**config.mk**
```make
export PLATFORM = sky130hd
export DESIGN_NAME = prog_ctr_ras
export DESIGN_NICKNAME = d
export VERILOG_FILES = /design/src/rtl/prog_ctr_ras.sv
export SDC_FILE = /design/constraint.sdc
export NUM_CORES = 1
export LEC_CHECK = 0
export ABC_AREA = 1
export BUFFER_PORTS_ARGS = -buffer_cell sky130_fd_sc_hd__buf_4
export CAP_MARGIN = 30
export CORE_ASPECT_RATIO = 0.75
export CORE_MARGIN = 4
export CORE_UTILIZATION = 40
export DETAILED_ROUTE_END_ITERATION = 10
export GPL_TIMING_DRIVEN = 0
export PLACE_DENSITY = 0.69
export SYNTH_ARGS = -nofsm -noshare
export SYNTH_HDL_FRONTEND = slang
export SYNTH_SLANG_ARGS = --single-unit
```
**constraint.sdc**
```tcl
create_clock -name Clk -period 2.8 [get_ports Clk]
set_clock_uncertainty 0.05 [all_clocks]
set_input_delay 0.14 -clock Clk [delete_from_list [all_inputs] [get_ports Clk]]
set_output_delay 0.14 -clock Clk [all_outputs]
set_load 0.01 [all_outputs]
```
**src/rtl/prog_ctr_ras.sv**
```systemverilog
// Program counter with relative/absolute branching and a circular return-address stack.
// All outputs are registers; the stack keeps its oldest entries overwritable on overflow.
module prog_ctr_ras #(
    parameter int PC_W      = 10,
    parameter int RAS_DEPTH = 4
) (
    input  logic                         Clk,
    input  logic                         Reset,
    input  logic                         Start,
    input  logic [PC_W-1:0]              StartAddr,
    input  logic                         Stall,
    input  logic [2:0]                   BrOp,
    input  logic                         Flag,
    input  logic [PC_W-1:0]              Target,
    output logic [PC_W-1:0]              ProgCtr,
    output logic                         Done,
    output logic [$clog2(RAS_DEPTH):0]   RasDepth,
    output logic                         RasOvf,
    output logic                         RasUnf
);
    localparam int PTR_W = $clog2(RAS_DEPTH);
    localparam int DEP_W = PTR_W + 1;

    typedef enum logic [2:0] {
        OP_NEXT = 3'd0,
        OP_JMP  = 3'd1,
        OP_BRC  = 3'd2,
        OP_CALL = 3'd3,
        OP_RET  = 3'd4,
        OP_HALT = 3'd5
    } brop_e;

    logic [RAS_DEPTH-1:0][PC_W-1:0] ras;
    logic [PTR_W-1:0]               ptr, ptr_nxt, ptr_m1;
    logic [PC_W-1:0]                pc_nxt, pc_inc;
    logic [DEP_W-1:0]               depth_nxt;
    logic                           done_nxt, ovf_nxt, unf_nxt, push;
    logic                           full;

    // ptr names the slot the next push writes; the top entry sits just below it
    assign pc_inc = ProgCtr + PC_W'(1);
    assign ptr_m1 = ptr - PTR_W'(1);
    assign full   = (RasDepth == DEP_W'(RAS_DEPTH));

    always_comb begin
        pc_nxt    = ProgCtr;
        done_nxt  = Done;
        depth_nxt = RasDepth;
        ptr_nxt   = ptr;
        ovf_nxt   = RasOvf;
        unf_nxt   = RasUnf;
        push      = 1'b0;
        if (Reset) begin
            pc_nxt    = '0;
            done_nxt  = 1'b0;
            depth_nxt = '0;
            ptr_nxt   = '0;
            ovf_nxt   = 1'b0;
            unf_nxt   = 1'b0;
        end else if (Start) begin
            pc_nxt    = StartAddr;
            done_nxt  = 1'b0;
            depth_nxt = '0;
            ovf_nxt   = 1'b0;
            unf_nxt   = 1'b0;
        end else if (!Done && !Stall) begin
            case (brop_e'(BrOp))
                OP_JMP:  pc_nxt = Target;
                OP_BRC:  pc_nxt = Flag ? ProgCtr + Target : pc_inc;
                OP_CALL: begin
                    push    = 1'b1;
                    pc_nxt  = Target;
                    ptr_nxt = ptr + PTR_W'(1);
                    if (full) ovf_nxt = 1'b1;
                    else      depth_nxt = RasDepth + DEP_W'(1);
                end
                OP_RET: begin
                    if (RasDepth != '0) begin
                        pc_nxt    = ras[ptr_m1];
                        ptr_nxt   = ptr_m1;
                        depth_nxt = RasDepth - DEP_W'(1);
                    end else begin
                        pc_nxt  = pc_inc;
                        unf_nxt = 1'b1;
                    end
                end
                OP_HALT: done_nxt = 1'b1;
                default: pc_nxt = pc_inc;
            endcase
        end
    end

    always_ff @(posedge Clk) begin
        ProgCtr  <= pc_nxt;
        Done     <= done_nxt;
        RasDepth <= depth_nxt;
        ptr      <= ptr_nxt;
        RasOvf   <= ovf_nxt;
        RasUnf   <= unf_nxt;
        if (push) ras[ptr] <= pc_inc;
    end
endmodule

```
==> flow_metrics.env <==
export IMPL_hold_viol=0
export IMPL_ioPinCount=44
export IMPL_grt_max_degree=12
export IMPL_htree_levels=3
export IMPL_rows=29
export IMPL_worst_path_stages=13
export IMPL_nets=534
export IMPL_synth_top_family_by_area="simple AND/OR/NAND/NOR gates"
export IMPL_drive_above_1_share_pct=17.2
export IMPL_drv_cap=0
export IMPL_syn_nets=477
export IMPL_clockBufferDepth=2
export IMPL_multiInputGateArea_um2=1620
export IMPL_yosys_top_cells_area="edfxtp_1 (35%), nand2_1 (13%), dfxtp_1 (10%)"
export IMPL_critical_path_class="register to register"
export IMPL_rr_worst_depth=13
export IMPL_die_area_um2=10200
export IMPL_grtUsageTotal_pct=20.0
export IMPL_yosysTopAreaCell="edfxtp_1"
export IMPL_first_global_vias=2965
export IMPL_post_cts_buffers=0
export IMPL_die_h_um=88.4
export IMPL_syn_area_um2=3450
export IMPL_crit_path_end="ProgCtr[2]"
export IMPL_area_growth_pct=22.5
export IMPL_rrSetupSlack_ps=270
export IMPL_p_int_mw=1.76
export IMPL_yosysWarnings=0
export IMPL_drtPass1Iterations=5
export IMPL_end_kind="register"
export IMPL_yosys_area_top_type_share_pct=34.8
export IMPL_place_ws_ps=296
export IMPL_wl_per_cell_um=15.9
export IMPL_tightestPinTransition_ps=1000
export IMPL_startpoint_type="register"
export IMPL_gr_total_overflow=0
export IMPL_hpwlAfterDp_mm=7.20
export IMPL_pwr_share_clk_pct=45.5
export IMPL_port_buffer_count=43
export IMPL_async_flop_share_pct=0
export IMPL_regArea_um2=1560
export IMPL_cp_cell_sequence="inv_2 -> buf_2 -> buf_6 -> ha_1 -> buf_4 -> inv_1 -> buf_4 -> o21ai_0 -> o21ai_0 -> a21boi_0 -> o211ai_1 -> a21oi_1 -> nor2_1"
export IMPL_dpl_cell_area_um2=3920
export IMPL_whs_ps=39.0
export IMPL_p_leak_nw=1.87
export IMPL_gp_congestion=0.877
export IMPL_status="completed"
export IMPL_power_frac_comb_pct=14.0
export IMPL_clk_latency_ps=330
export IMPL_startpoint="ptr[0]"
export IMPL_required_ps=2950
export IMPL_slowest_stage="dfxtp_1"
export IMPL_drc_errors=0
export IMPL_synthSimpleGateAreaFrac_pct=28.3
export IMPL_cts_resized=0
export IMPL_clkTransAtPathRegs_ps=50
export IMPL_cpLargestDelayFamily="buffers and inverters"
export IMPL_crit_fanout=11
export IMPL_avgSynthCellArea_um2=7.96
export IMPL_cts_root_buffer="clkbuf_16"
export IMPL_synth_edf_count=40
export IMPL_synth_seq_cells=58
export IMPL_fill_cells=826
export IMPL_core_area_um2=8420
export IMPL_hold_path_class="input pin to register"
export IMPL_seqPwrFrac_pct=40.5
export IMPL_start_util_pct=40.9
export IMPL_slowest_delay_ps=450
export IMPL_die_x_um=115
export IMPL_ys_seq_area_share_pct=45.3
export IMPL_synth_main_ff_cell="edfxtp_1"
export IMPL_critical_path_buf_inv_count=6
export IMPL_n_antenna_cell=0
export IMPL_clock_fmax_mhz=396
export IMPL_r2r_start="ptr[0]"
export IMPL_p_sw_share_pct=26.2
export IMPL_rsz0062_at_grt="false"
export IMPL_cts_sink_count=58
export IMPL_synthAdderAreaFrac_pct=6.24
export IMPL_p_per_area_nw_per_um2=563
export IMPL_num_vias=3123
export IMPL_period_minus_slack_ps=2530
export IMPL_synthMuxAreaShare_pct=0
export IMPL_stdcell_count=603
export IMPL_avgViaCountPerCell=5.18
export IMPL_cts_made_buffers=9
export IMPL_arrival_ps=2670
export IMPL_antenna_found_initial=0
export IMPL_slew_headroom_pct=33.1
export IMPL_synth_compound_area_share_pct=9.76
export IMPL_yosys_area_share_xor_xnor_pct=2.79
export IMPL_wl_mm=9.60
export IMPL_finalSetupViolCount=0
export IMPL_antenna_left=0
export IMPL_p_sw_mw=0.623
export IMPL_design_area_um2=4220
export IMPL_dr_first_iter_drc_count=252
export IMPL_cts_tree="done"
export IMPL_peakVddDrop_mv=0.295
export IMPL_hp_start="Stall"
export IMPL_dp_cells=586
export IMPL_fin_setup_tns_ps=0
export IMPL_ys_types=36
export IMPL_syn_inst=433
export IMPL_finalCritPeriodShare_pct=90.2
export IMPL_drv_slew=0
export IMPL_finalWorstSetupSlack_ps=274
export IMPL_cts_hold_buf=0
export IMPL_grt_pass1_wl_mm=15.3
export IMPL_reg2reg_to="ProgCtr[2]"
-- power by group through the flow --
| stage | sequential (mW) | clock (mW) | combinational [mW] |
|---|---|---|---|
| final | 0.963 | 1.08 | 0.333 |
| after global routing | 0.964 | 1.14 | 0.372 |
| after CTS | 0.962 | 1.10 | 0.330 |
| after detailed placement | 0.980 | 0 | 0.328 |
| after global placement | 0.978 | 0 | 0.321 |
| after floorplan | 0.978 | 0 | 0.204 |
-- flip-flops by register name (all words and copies together) (netlist names) --
signal    flops
Done          1
ProgCtr      10
RasDepth      3
RasOvf        1
RasUnf        1
ptr           2
ras          40
-- cell families after synthesis --
logic type / after synthesis
XOR/XNOR: 11
AO/OA/AOI/OAI: 59
AND/OR/NAND/NOR: 227
adder cells (fa/ha/maj): 16
flip-flops: 58
buffers and inverters: 62
-- final cells by class --
cell class / instances / share of cell area, %
buffer: 9 / 1.51
clock buffer: 10 / 5.42
clock inverter: 6 / 1.57
inverter: 53 / 4.71
multi-input combinational: 313 / 38.4
sequential: 58 / 37.0
tap: 108 / 3.20
timing repair buffer: 46 / 8.18
-- worst reg2reg max path, cell delays in order (launching register included) --
cell      delay (ps)
dfxtp_1          450
inv_2             70
buf_2            190
buf_6            170
ha_1             280
buf_4            170
inv_1            100
buf_4            190
o21ai_0           70
o21ai_0          110
a21boi_0         220
o211ai_1         130
a21oi_1          150
nor2_1            50
-- layout by cell type, fill, tap and decap left out, types with 4 or more instances in the layout --
cell,Yosys,routed
a31oi_1,5,5
clkbuf_16,0,9
buf_4,3,49
a21oi_1,24,24
nand3_2,4,4
o21ai_0,15,15
edfxtp_1,40,40
nand4_1,5,5
xnor2_1,4,4
ha_1,14,14
dfxtp_1,18,18
nand3_1,32,32
inv_1,50,50
xor2_1,7,7
nor2_1,55,55
nand2_1,119,119
-- through the flow --
step	util (%)	power [mW]
after floorplan	-	1.18
after global placement	46.4	1.30
after detailed placement	46.6	1.31
after CTS	50.1	2.39
after global routing	50.2	2.48
final	50.2	2.38
-- synth_stat cells, drive strengths merged, types with 2 or more instances --
| master | count |
|---|---|
| buf | 8 |
| a21oi | 25 |
| ha | 14 |
| a31oi | 5 |
| nand2 | 122 |
| o211ai | 2 |
| edfxtp | 40 |
| a22o | 2 |
| dfxtp | 18 |
| nor3 | 2 |
| inv | 53 |
| nand4 | 5 |
| xor2 | 7 |
| xnor2 | 4 |
| o22ai | 2 |
| nor2 | 59 |
| fa | 2 |
| nand3b | 2 |
| nand3 | 36 |
| o21ai | 18 |
-- worst min-delay path by stage --
stage / endpoint / slack, ps / depth (start not counted)
floorplan: ProgCtr[0] / 260 / 2
global placement: Done / 380 / 4
detailed placement: Done / 380 / 4
CTS: Done / 30 / 4
global route: Done / 60 / 4
finish: Done / 40 / 4
-- metal layers --
| metal | vias up | wire (um) | track usage [%] |
|---|---|---|---|
| met5 | - | 0 | 0 |
| met4 | 0 | 99 | 6.93 |
| met3 | 11 | 810 | 4.24 |
| met2 | 128 | 4090 | 28.9 |
| met1 | 1443 | 4590 | 29.5 |
| li1 | 1541 | - | - |
Note: power is estimated with default switching activity, not from simulation.
